`config.mk`:
```
export PLATFORM = sky130hd
export DESIGN_NAME = bsg_age_arbiter
export DESIGN_NICKNAME = d
export VERILOG_FILES = /design/src/rtl/bsg_age_arbiter.sv
export SDC_FILE = /design/constraint.sdc
export NUM_CORES = 1
export LEC_CHECK = 0
export ABC_AREA = 1
export CORE_UTILIZATION = 35
export CTS_BUF_LIST = sky130_fd_sc_hd__clkbuf_4 sky130_fd_sc_hd__clkbuf_8
export DETAILED_ROUTE_END_ITERATION = 8
export GPL_TIMING_DRIVEN = 0
export PLACE_DENSITY = 0.59
export SYNTH_ARGS = -nofsm -noshare
export SYNTH_HDL_FRONTEND = slang
export SYNTH_SLANG_ARGS = --single-unit
export TNS_END_PERCENT = 20
```
`constraint.sdc`:
```
create_clock -name clk_i -period 2.6 [get_ports clk_i]
set_clock_uncertainty 0.05 [all_clocks]
set_input_delay 0.52 -clock clk_i [delete_from_list [all_inputs] [get_ports clk_i]]
set_output_delay 0.52 -clock clk_i [all_outputs]
set_load 0.05 [all_outputs]
```
`src/rtl/bsg_age_arbiter.sv`:
```
// Age-aware round-robin arbiter: aged requesters win over young ones, and
// rotation within a class starts just after the last granted index.
module bsg_age_arbiter #(
  parameter int inputs_p = 4
) (
  input  logic                clk_i,
  input  logic                reset_i,
  input  logic                ready_i,
  input  logic [inputs_p-1:0] ts_i,
  input  logic [inputs_p-1:0] reqs_i,
  output logic [inputs_p-1:0] grants_o
);

  localparam int lg_inputs_lp = (inputs_p > 1) ? $clog2(inputs_p) : 1;
  localparam logic [lg_inputs_lp-1:0] last_idx_lp = lg_inputs_lp'(inputs_p - 1);

  logic [lg_inputs_lp-1:0] last_r;
  logic [lg_inputs_lp-1:0] winner;
  logic [inputs_p-1:0]     old_v;
  logic [inputs_p-1:0]     cand_v;
  logic                    found;
  int                      idx;

  always_comb begin
    old_v  = reqs_i & ts_i;
    cand_v = (|old_v) ? old_v : reqs_i;
    found  = 1'b0;
    winner = last_r;
    idx    = 0;
    // last_r <= inputs_p-1, so one conditional subtract keeps idx in range
    for (int off = 1; off <= inputs_p; off++) begin
      idx = int'(last_r) + off;
      if (idx >= inputs_p) idx = idx - inputs_p;
      if (!found && cand_v[idx]) begin
        found  = 1'b1;
        winner = lg_inputs_lp'(idx);
      end
    end
    grants_o = '0;
    if (ready_i && !reset_i && found) grants_o[winner] = 1'b1;
  end

  always_ff @(posedge clk_i) begin
    if (reset_i)        last_r <= last_idx_lp;
    else if (|grants_o) last_r <= winner;
  end

endmodule

```
Yosys cells after proc, flatten, opt, wreduce, memory -nomap -nowiden
Index checks and enable logic that the tools add are counted.
Cells by class
  add/sub/neg operators: 8
  magnitude comparators: 10
  muxes and demuxes: 28
  bitwise operators: 1
  reduce and logical (&&, ||, !) cells: 12
Operator list (count)
  $lt A32 B4 Y1 const B: 4
  $mux W32: 4
  $mux W1: 13
  $sub A3 B3 Y4 const B: 3
  $ge A3 B3 Y1 const B: 3
  $bmux W1 S2: 4
  $mux W2: 4
  $mux W4: 2
  $reduce_or A4 Y1: 2
  $add A2 B2 Y3 const B: 2
  $logic_and A1 B1 Y1: 6
  $sub A4 B3 Y5 const B: 1
  $add A2 B3 Y4 const B: 1
  $and A4 B4 Y4: 1
  $ge A4 B3 Y1 const B: 1
  $logic_not A1 Y1: 4
  $add A2 B1 Y3 const B: 1
  $lt A2 B3 Y1 const B: 1
  $demux W1 S2: 1
  $ge A2 B1 Y1 const B: 1
Word-level totals
  register bits: 2
  output and inout port bits: 4
  logic and storage cells: 60

Longest topological paths before layout
Gate-level depths: netlist of run 1.
  depth in word-level cells: 22
  mapped depth: 16

Worst setup path before layout of run 1
No wires, ideal clock.
  kind: input port to output port
  from: input reqs_i[1]
  to: output grants_o[3]
  arrival time: 2.132 ns
  required time: 2.030 ns
  setup slack: -0.102 ns
  cell stages on the path: 15
  path through: nand2_2 nand2_4 nor2_8 nand2_2 nand2_1 nand2_1 nand2_2 nand2_2 nand2_4 nand2_4 nor2_4 inv_1 nand2_1 nand2_1 nor2_1
On the way
  cells in the longest elaborated chain, start to end: 21
RTL lines
  start: declaration: RTL line 10  | input logic [inputs_p-1:0] reqs_i,
  $and A4 B4 Y4: RTL line 25  | old_v = reqs_i & ts_i;
  $reduce_or A4 Y1: RTL line 26  | cand_v = (|old_v) ? old_v : reqs_i;
  $mux W4 *: RTL line 26
  $bmux W1 S2: RTL line 34  | if (!found && cand_v[idx]) begin
  $mux W1 (implied by the code) (2 in series): RTL line 34
  $mux W1: RTL line 34
  $logic_not A1 Y1: RTL line 34
  $logic_and A1 B1 Y1: RTL line 34
  [... 4 more ...]
  $logic_not A1 Y1: RTL line 34
  $logic_and A1 B1 Y1: RTL line 34
  $mux W2: RTL line 34
  $lt A2 B3 Y1 (implied by the code) or $ge A2 B1 Y1 (tied branches): RTL line 40  | if (ready_i && !reset_i && found) grants_o[winner] = 1'b1;
  $logic_and A1 B1 Y1 (implied by the code): RTL line 40
  $mux W1 (implied by the code): RTL line 40
  $demux W1 S2: RTL line 40
  $mux W4 *: RTL line 40
  end: declaration: RTL line 11  | output logic [inputs_p-1:0] grants_o
Mark *: on every way between the ends. The rest lies on a longest branch, timed or not. The select of a mux whose other input is x is not followed.

Worst setup path in the final report of run 1
  from: input ts_i[2]
  to: output grants_o[3]
On the way
  cells in the longest elaborated chain, start to end: 21
RTL lines
  start: declaration: RTL line 9  | input logic [inputs_p-1:0] ts_i,
  $and A4 B4 Y4 *: RTL line 25
  $reduce_or A4 Y1: RTL line 26
  $mux W4 *: RTL line 26
  $bmux W1 S2: RTL line 34
  $mux W1 (implied by the code) (2 in series): RTL line 34
  $mux W1: RTL line 34
  $logic_not A1 Y1: RTL line 34
  $logic_and A1 B1 Y1: RTL line 34
  [... 4 more ...]
  $logic_not A1 Y1: RTL line 34
  $logic_and A1 B1 Y1: RTL line 34
  $mux W2: RTL line 34
  $lt A2 B3 Y1 (implied by the code) or $ge A2 B1 Y1 (tied branches): RTL line 40
  $logic_and A1 B1 Y1 (implied by the code): RTL line 40
  $mux W1 (implied by the code): RTL line 40
  $demux W1 S2: RTL line 40
  $mux W4 *: RTL line 40
Marked as above.

==> impl_metrics.py, run 1 <==
metrics = {
    "timing": {
        "final_min_period_over_clock_period_pct": 98.4,
        "final.min_clock_period_ps": 2560,
        "final_max_slew_viol_count": 0,
        "timing.final.setup_violations": 0,
        "fmax_mhz": 391,
        "timing.max_slew.rel_slack_pct": 84.8,
        "grt_setup_unrepaired": "yes",
        "setup_total_negative_slack_ps": 0,
        "finalHoldViolations": 0,
        "tightest_slew_ps": 227,
    },
    "critical_path": {
        "worst_setup_path_start_kind": "input pin",
        "endpoint_kind": "output pin",
        "crit_type": "in -> out",
        "rrSetupSlack_ps": 850,
        "cp_max_fo": 4,
        "worst_ep_arrival_time_ps": 1990,
        "crit_required_ps": 2030,
    },
    "logic_synthesis": {
        "post-synth-top-area-fraction_pct": 17.8,
        "ys.warnings.count": 0,
        "ys.flop_type": "sky130_fd_sc_hd__dfxtp_1",
        "synth.largest_area_cell": "sky130_fd_sc_hd__nand3_2",
        "synth_net_count": 103,
        "synth.most_common_cell": "sky130_fd_sc_hd__nand2_1",
        "seq_area_frac_synth_pct": 6.48,
        "yosys-top-cells-count": "sky130_fd_sc_hd__nand2_1, sky130_fd_sc_hd__inv_1, sky130_fd_sc_hd__nand2_2, sky130_fd_sc_hd__nand3_2, sky130_fd_sc_hd__nand3_1",
        "synth_async_sr_flop_share_pct": 0,
        "postSynthRegisterBits": 2,
        "synth_enable_flop_cells": 0,
        "netlist_top_cells_area": "sky130_fd_sc_hd__nand3_2, sky130_fd_sc_hd__nand2_1, sky130_fd_sc_hd__nand2_2, sky130_fd_sc_hd__nand2_4, sky130_fd_sc_hd__nand3_1",
        "synth.avg_cell_area_sq_um": 6.72,
        "synthesis.instances": 92,
        "synth_cell_type_count": 20,
        "synth_area_sq_um": 618,
    },
    "floorplan": {
        "ioPinCount": 15,
        "die_w_um": 44.0,
        "start_util_pct": 39.2,
        "floorplan.core_area_sq_um": 1580,
        "vertical_die_dimension_um": 44.0,
        "placement_rows": 14,
        "die-area_sq_um": 1940,
    },
    "placed_design": {
        "routabilityCongestion": 0.710,
        "port-buffer-count": 14,
        "dp.final_hpwl_mm": 1.04,
        "dpl_cell_area_sq_um": 778,
    },
    "detailed_routing": {
        "routed_wirelength_normalized_by_instance_count_um": 10.8,
        "average_via_count_per_standard_cell": 4.78,
        "antenna_violating_nets_post_route": 0,
        "detail_route.iter0.violations": 15,
        "vias": 626,
        "drt_pass1_iterations": 4,
        "remaining_drc_errors": 0,
        "routed_wl_mm": 1.41,
    },
    "cts": {
        "root_buffer": "sky130_fd_sc_hd__clkbuf_4",
        "cts_tree": "built",
        "htree_num_levels": 1,
        "clock-sinks": 2,
        "hold_buffers": 0,
        "largest_buffer_count_on_any_clock_path": 2,
        "insertion_delay_ps": 220,
        "numCtsBuffers": 3,
        "clk_pin_slew_worst_paths_ps": 30,
    },
    "final_layout": {
        "largest_register_ff_count": 2,
        "area.sequential_sq_um": 40.0,
        "area_occupied_by_multi_input_gates_sq_um": 643,
        "num-fill-cells": 144,
        "antenna_fix_cells": 0,
        "area.growth.synth_to_final_pct": 62.5,
        "final_design_area_no_fill_sq_um": 1000,
        "drive_above_1_share_pct": 64.3,
        "layout_top_registers": "last_r (2)",
        "registers.top_by_ff_count": "last_r",
        "layout.nets": 128,
    },
    "grt": {
        "grt_pass1_vias": 605,
        "grt_max_degree": 11,
        "tot_gr_track_use_pct": 16.5,
        "globalRoute.totalOverflow": 0,
        "antenna_found_initial": 0,
        "grt_pass1_wl_mm": 2.44,
    },
    "power": {
        "power.static_leakage_nw": 0.493,
        "ir_drop_mv": 0.438,
        "power-per-cell-area_nw_per_um2": 754,
    },
    "worst_hold_path": {
        "hold_path.class": "reg -> reg",
    },
    "status": {
        "status": "finished, final reports clean",
    },
    "run": {
        "cap_violations": 0,
    },
}
==> path summary, 6_finish.rpt <==
kind,startpoint,endpoint,cells past startpoint
max,ts_i[2],grants_o[3],13
min,last_r[1]$_SDFFE_PP1P_,last_r[1]$_SDFFE_PP1P_,3
max reg2reg,last_r[0]$_SDFFE_PP1P_,last_r[1]$_SDFFE_PP1P_,11
min reg2reg,last_r[1]$_SDFFE_PP1P_,last_r[1]$_SDFFE_PP1P_,3
==> placed cells by master (no fill, tap or decap), types with 4 or more instances in the layout <==
master,netlist,layout
sky130_fd_sc_hd__buf_4,1,7
sky130_fd_sc_hd__buf_6,1,11
sky130_fd_sc_hd__inv_1,12,12
sky130_fd_sc_hd__nand2_1,20,14
sky130_fd_sc_hd__nand2_2,12,14
sky130_fd_sc_hd__nand2_4,5,5
sky130_fd_sc_hd__nand2_8,0,4
sky130_fd_sc_hd__nand3_1,9,7
sky130_fd_sc_hd__nand3_2,11,11
sky130_fd_sc_hd__nor2_2,1,4
==> kinds of logic after synthesis <==
group,after synthesis,share of synthesized area (%)
AO/OA/AOI/OAI,6,7.29
XOR/XNOR,2,4.05
buffers and inverters,16,11.5
flip-flops,2,6.48
AND/OR/NAND/NOR,66,70.6
==> cell type report <==
class,count,area share [%]
multi-input combinational,74,64.0
timing repair buffer,20,20.7
sequential,2,3.99
tap,16,1.99
inverter,14,5.23
buffer,2,1.87
clock buffer,3,2.24
==> metrics by stage <==
| stage | worst slack [ps] | std cells | power [W] | hold slack, ps | util [%] |
|---|---|---|---|---|---|
| global placement | -932 | 122 | 0.000578 | 573 | 49.4 |
| floorplan | -102 | 92 | 0.000486 | 538 | - |
| detailed placement | -957 | 122 | 0.000583 | 588 | 49.4 |
| finish | 42.8 | 131 | 0.000757 | 594 | 63.7 |
| global route | -93.3 | 131 | 0.000816 | 605 | 63.7 |
| CTS | 1.12 | 130 | 0.000717 | 588 | 58.7 |
==> worst max-delay path, cell delays in order <==
cell                      delay (ps)
sky130_fd_sc_hd__buf_6           100
sky130_fd_sc_hd__nand2_4          90
sky130_fd_sc_hd__inv_1            70
sky130_fd_sc_hd__o21ai_4         170
sky130_fd_sc_hd__nand3_2         130
sky130_fd_sc_hd__nand3_2         100
sky130_fd_sc_hd__nand2_2          90
sky130_fd_sc_hd__nand2_2         100
sky130_fd_sc_hd__nor2_4           50
sky130_fd_sc_hd__nor2_4          160
sky130_fd_sc_hd__nand3_4         110
sky130_fd_sc_hd__nor2_2          120
sky130_fd_sc_hd__buf_6           160
==> routing by layer <==
layer,up-vias,GRT usage [%],share of wire [%]
li1,336,-,-
met1,282,22.4,48
met2,8,27.6,51
met3,0,1.22,1.2
met4,0,5.45,0
met5,-,0,0
==> report_power, final <==
part / switching, W / leakage [nW] / internal (W)
clock: 0.0000179 / 0.0138 / 0.0000510
sequential: 0.00000250 / 0.0168 / 0.0000391
combinational: 0.000406 / 0.462 / 0.000241
==> repair_timing <==
action | 4_1_cts | 5_1_grt
setup endpoints to repair | 4 | 4
pin swaps | 23 | 18
buffers inserted | 5 | 1
gates resized for setup | 81 | 14
No activity file was read; power rests on OpenSTA's default activity.
==> inputs of run 2 (changes only) <==
- CAP_MARGIN: not set -> 5
- HOLD_SLACK_MARGIN: not set -> 0.06
==> results of run 2 <==
The final DEF is identical to that of run 1; final timing and power are the same.
==> inputs of run 3 (changes only) <==
- CTS_BUF_LIST: sky130_fd_sc_hd__clkbuf_4 sky130_fd_sc_hd__clkbuf_8 -> sky130_fd_sc_hd__clkbuf_16
- CTS_CLUSTER_SIZE: not set -> 10
- SKIP_LAST_GASP: not set -> 1
==> run 3 against run 2 <==
- cell count rose by 0.76%
- design area rose by 6.0%
- sequential power barely moved
- non-clock buffer count rose by 1
- combinational power barely moved
- largest power group unchanged
- critical path depth did not move
==> impl_metrics.py, run 3 (same netlist as run 1, synthesis figures left out) <==
metrics = {
    "critical_path": {
        "crit_required_ps": 2030,
        "cp_max_fo": 4,
        "regToRegStartpoint": "last_r[0]$_SDFFE_PP1P_",
        "worst_ep_arrival_time_ps": 1990,
        "endpoint_kind": "output pin",
        "crit-reg2reg-capture": "last_r[1]$_SDFFE_PP1P_",
        "crit_type": "in -> out",
        "crit_path_start": "ts_i[3]",
        "reg2reg_depth": 11,
        "worst_setup_path_start_kind": "input pin",
        "worstSetupEndpoint": "grants_o[3]",
        "rrSetupSlack_ps": 840,
    },
    "worst_hold_path": {
        "hold_path.class": "reg -> reg",
    },
    "cts": {
        "numCtsBuffers": 3,
        "hold_buffers": 0,
        "clock-sinks": 2,
        "clk_pin_slew_worst_paths_ps": 30,
        "htree_num_levels": 1,
        "largest_buffer_count_on_any_clock_path": 2,
        "cts_tree": "built",
        "root_buffer": "sky130_fd_sc_hd__clkbuf_16",
        "insertion_delay_ps": 220,
    },
    "power": {
        "switching_share_pct": 48.2,
        "power.static_leakage_nw": 0.521,
        "power.share.combinational_pct": 70.2,
        "seqPwrFrac_pct": 4.5,
        "p_clk_share_pct": 25.3,
        "power-per-cell-area_nw_per_um2": 867,
        "netSwitchingPower_w": 0.000446,
        "power_report.internal_total_w": 0.000478,
        "ir_drop_mv": 0.632,
    },
    "final_layout": {
        "area.growth.synth_to_final_pct": 72.3,
        "registers.top_by_ff_count": "last_r",
        "layout_top_registers": "last_r (2)",
        "antenna_fix_cells": 0,
        "mostFrequentLayoutCells": "sky130_fd_sc_hd__nand2_2, sky130_fd_sc_hd__nand2_1, sky130_fd_sc_hd__inv_1",
        "area.sequential_sq_um": 40.0,
        "layout.nets": 129,
        "num-fill-cells": 132,
        "area_occupied_by_multi_input_gates_sq_um": 643,
        "utilization_pct": 67.5,
        "final-instance-count-excl-fill": 132,
        "largest_register_ff_count": 2,
        "drive_above_1_share_pct": 64.7,
    },
    "timing": {
        "finalHoldViolations": 0,
        "grt_setup_unrepaired": "yes",
        "worst_slack_ps": 38.1,
        "final.hold.worst_slack_ps": 606,
        "fmax_mhz": 390,
        "final_max_slew_viol_count": 0,
        "setup_total_negative_slack_ps": 0,
        "timing.final.setup_violations": 0,
        "tightest_slew_ps": 229,
        "final.min_clock_period_ps": 2560,
        "timing.max_slew.rel_slack_pct": 84.7,
        "final_min_period_over_clock_period_pct": 98.5,
    },
    "grt": {
        "grt_max_degree": 11,
        "grt_pass1_vias": 607,
        "globalRoute.totalOverflow": 0,
        "grt_pass1_wl_mm": 2.62,
        "antenna_found_initial": 0,
        "tot_gr_track_use_pct": 18.0,
    },
    "detailed_routing": {
        "drt_pass1_iterations": 4,
        "vias": 642,
        "detail_route.iter0.violations": 13,
        "routed_wirelength_normalized_by_instance_count_um": 11.4,
        "remaining_drc_errors": 0,
        "routed_wl_mm": 1.50,
        "antenna_violating_nets_post_route": 0,
        "average_via_count_per_standard_cell": 4.86,
    },
    "status": {
        "status": "finished, final reports clean",
    },
    "floorplan": {
        "start_util_pct": 39.2,
        "vertical_die_dimension_um": 44.0,
        "ioPinCount": 15,
        "placement_rows": 14,
        "die-area_sq_um": 1940,
        "die_w_um": 44.0,
        "floorplan.core_area_sq_um": 1580,
    },
    "placed_design": {
        "dp.final_hpwl_mm": 1.04,
        "routabilityCongestion": 0.710,
        "numPlacedInstances": 122,
        "port-buffer-count": 14,
        "setup_ws_pre_cts_ps": -957,
    },
    "run": {
        "cap_violations": 0,
    },
}
==> run 3: through the flow <==
stage	power, W	instance area [sq um]
floorplan	0.000486	618
global placement	0.000578	778
detailed placement	0.000583	778
CTS	0.000881	978
global route	0.000983	1060
finish	0.000923	1060
==> run 3: worst min path at each step <==
stage                                      start                endpoint  slack (ps)  cells after the start
after floorplan           last_r[1]$_SDFFE_PP1P_  last_r[1]$_SDFFE_PP1P_         540                      3
after global placement    last_r[1]$_SDFFE_PP1P_  last_r[1]$_SDFFE_PP1P_         570                      3
after detailed placement  last_r[1]$_SDFFE_PP1P_  last_r[1]$_SDFFE_PP1P_         590                      3
after CTS                 last_r[1]$_SDFFE_PP1P_  last_r[1]$_SDFFE_PP1P_         590                      3
after global routing      last_r[1]$_SDFFE_PP1P_  last_r[1]$_SDFFE_PP1P_         600                      3
final                     last_r[1]$_SDFFE_PP1P_  last_r[1]$_SDFFE_PP1P_         610                      3
==> run 3: area by class of cell <==
| type | instances | share of cell area (%) |
|---|---|---|
| inverter | 14 | 4.94 |
| buffer | 2 | 1.76 |
| sequential | 2 | 3.76 |
| multi-input combinational | 74 | 60.4 |
| timing repair buffer | 21 | 20.2 |
| tap | 16 | 1.88 |
| clock buffer | 3 | 7.05 |
==> run 3: worst max-delay path: stages <==
cell and delay (ps):
sky130_fd_sc_hd__buf_6 90, sky130_fd_sc_hd__nand2_4 90, sky130_fd_sc_hd__inv_1 80, sky130_fd_sc_hd__o21ai_4 160, sky130_fd_sc_hd__nand3_2 130, sky130_fd_sc_hd__nand3_2 110, sky130_fd_sc_hd__nand2_2 90, sky130_fd_sc_hd__nand2_2 100
sky130_fd_sc_hd__nor2_4 50, sky130_fd_sc_hd__nor2_4 160, sky130_fd_sc_hd__nand3_4 110, sky130_fd_sc_hd__nor2_2 120, sky130_fd_sc_hd__buf_6 160
==> run 3: power groups by stage <==
| stage | sequential (W) | combinational, W | clock (W) |
|---|---|---|---|
| 6_report | 0.0000417 | 0.000648 | 0.000233 |
| 5_1_grt | 0.0000422 | 0.000704 | 0.000237 |
| 4_1_cts | 0.0000416 | 0.000603 | 0.000236 |
| 3_5_place_dp | 0.0000427 | 0.000541 | 0 |
| 3_3_place_gp | 0.0000420 | 0.000536 | 0 |
| 2_1_floorplan | 0.0000418 | 0.000444 | 0 |
==> run 3: repair_timing <==
| action | 4_1_cts | 5_1_grt |
|---|---|---|
| setup buffers | 5 | 2 |
| setup endpoints to repair | 4 | 4 |
| gates resized for setup | 81 | 14 |
| pin swaps | 23 | 18 |
| hold endpoints to repair | 0 | 0 |
==> run 3: routing by layer <==
metal / global-route usage (%) / wire, um / up-vias
li1: - / - / 337
met1: 25.2 / 727 / 297
met2: 29.4 / 757 / 8
met3: 2.45 / 16 / 0
met4: 3.64 / 0 / 0
met5: 0 / 0 / -
==> edit (config.mk and constraints of run 2) <==
Set the parameter `inputs_p` to 16 (it was 4).
--- a/src/rtl/bsg_age_arbiter.sv
+++ b/src/rtl/bsg_age_arbiter.sv
@@ -1,7 +1,7 @@
 // Age-aware round-robin arbiter: aged requesters win over young ones, and
 // rotation within a class starts just after the last granted index.
 module bsg_age_arbiter #(
-  parameter int inputs_p = 4
+  parameter int inputs_p = 16
 ) (
   input  logic                clk_i,
   input  logic                reset_i,
Interface: changed (resized grants_o, reqs_i and ts_i); port bits go from 15 to 51. No check against the original RTL was run, so the function may have changed too.
==> edit against run 2 <==
- worst setup slack worse by 2.1 ns
- largest cell class unchanged
- final cell count grew to 5.4 times the old value
- global-route usage rose by 17 points
- synthesized area rose to 3.9 times the old value
- final area rose to 5.6 times the old value
- sequential share of layout area decreased by 2.4 points
- count of clock-buffer cells in the layout stayed put
- wire length rose to 11 times the old value
- sequential cell count rose by 2
- fmax shrank 45%
- critical endpoint unchanged
- synthesized cell count rose to 5.1 times the old value
- highest routed layer is now met4
- the flow now finishes with violations (design-rule violations, negative setup slack)
Power is left out: the tool's default activity adds up to more than one toggle a clock period on the data nets, which glitch-free logic cannot reach.
==> edit: results (changes against run 2) <==
Drt pass-1 iters -> 9 (+5)
Pin count of the biggest net entering global routing -> 12 (+1)
Violations in the final reports -> design-rule violations, negative setup slack
Largest cells by area after synthesis -> nand3_1 (26%), nand2_1 (24%), inv_1 (7.1%), nor2_1 (6.1%), nand2_2 (3.9%)
Fraction of area in multi-input gates -> 0.642 (+0.00194)
Fin Setup TNS -> -36.05 ns (-36.05 ns)
TritonCTS clock tree -> done
Critical Path Fanout Max -> 10 (+6)
Synthesized net count -> 513 (+400%)
Post-synthesis compound-gate area fraction -> 0.0828 (+0.00989)
Status -> complete, but fails checks
Seq/Total Area, Yosys -> 0.0335 (-0.0313)
Count of different cell masters after synthesis -> 39 (+95%)
Total Wirelength -> 15,800 um (+1000%)
Top cells by count, synth -> nand2_1 (151), nand3_1 (125), inv_1 (45)
Clk tree area frac -> 0.00739 (-0.0150)
Buffering overhead -> 0.276 (+0.0506)
Synth Area in Adders -> 0.0367 (+0.0367)
Final setup violation count -> 20 (+20)
Non-clock buffers -> 167 (+660%)
Seq_cells -> 4 (+2)
Iteration-0 DRC Markers -> 464 (+449)
CTS Root Buffer Type -> clkbuf_8
Port Buffers -> 50 (+36)
Worst path slowest cell -> clkbuf_1
Slowest Stage Delay on Critical Path -> 0.73 ns (+0.56 ns)
Largest registers -> last_r (4)
Multi-input gates -> 402 (+440%)
FF+latch area -> 86.3 um2 (+120%)
Layout filler cell count -> 313 (+120%)
Routability Congestion -> 0.941 (+33%)
DR vias -> 4,465 (+610%)
DRC Markers -> 32 (+32)
Worst setup margin -> -2.03 ns (-2.07 ns)
Total Routing Usage GR -> 0.337 (+0.171)
Number of nets in the layout -> 673 (+430%)
Worst R2R Path Depth -> 23 (+12)
XOR/XNOR share of the synthesized area -> 0.0220 (-0.0185)
Arrival time of the worst setup path -> 4.06 ns (+2.07 ns)
Design area -> 5590 um2 (+460%)
Dpl cell area -> 3410 um2 (+340%)
Syn_area_per_cell -> 5.07 um2 (-25%)
First-pass GRT wire length -> 19,400 um (+700%)
Antenna cell count -> 0 (unchanged)
Async S/R FF share, synth -> 0 (unchanged)
Post-DP HPWL -> 7010 um (+580%)
Slew at the pin with the worst max-slew slack -> 0.986 ns (+0.758 ns)
Vias in the first global route -> 4,054 (+570%)
Inverters -> 53 (+39)
edit: cell count changes after synthesis, sizes merged, moves of 5 or more:
cell / before / now
a21oi: 0 / 9
buf: 2 / 8
clkinv: 0 / 6
ha: 0 / 7
inv: 14 / 47
nand2: 37 / 168
nand3: 20 / 132
nand4: 0 / 5
nor2: 9 / 47
o21ai: 4 / 12
edit: final timing paths:
kind	startpoint	end	slack, ns
setup / recovery	last_r[1]	grants_o[3]	-2.03
hold / removal	last_r[2]	last_r[2]	0.71
setup reg to reg	last_r[0]	last_r[2]	-1.14
hold reg to reg	last_r[2]	last_r[2]	0.71
edit: cells by family after synthesis:
logic type / Yosys count
simple gates: 356
buf+inv: 65
compound gates: 33
fa+ha+maj: 7
xor+xnor: 6
flops: 4
edit: tightest hold or removal path, cell delays in order (launching register included):
cell,delay [ns]
dfxtp_2,0.33
buf_8,0.14
clkinv_4,0.12
a22oi_2,0.11
edit: through the flow:
step | hold WS [ns] | setup WS [ns] | cells
finish | 0.709 | -2.03 | 706
global route | 0.732 | -2.23 | 706
CTS | 0.680 | -1.74 | 692
detailed placement | 0.788 | -2.99 | 598
global placement | 0.795 | -2.94 | 598
floorplan | 0.661 | -1.44 | 471
edit: repair_timing:
action,CTS,global route
resized for setup,399,157
buffers inserted,93,14
gates cloned,1,0
pin swaps,83,62
endpoints found under the setup margin,20,20
edit: per-layer routing:
layer	wire, um	GRT usage	vias to the layer above	part of all wire
li1	-	-	1880	-
met1	5580	0.409	2059	0.35
met2	7480	0.596	367	0.47
met3	1450	0.0403	159	0.092
met4	1280	0.145	0	0.081
met5	0	0	-	0
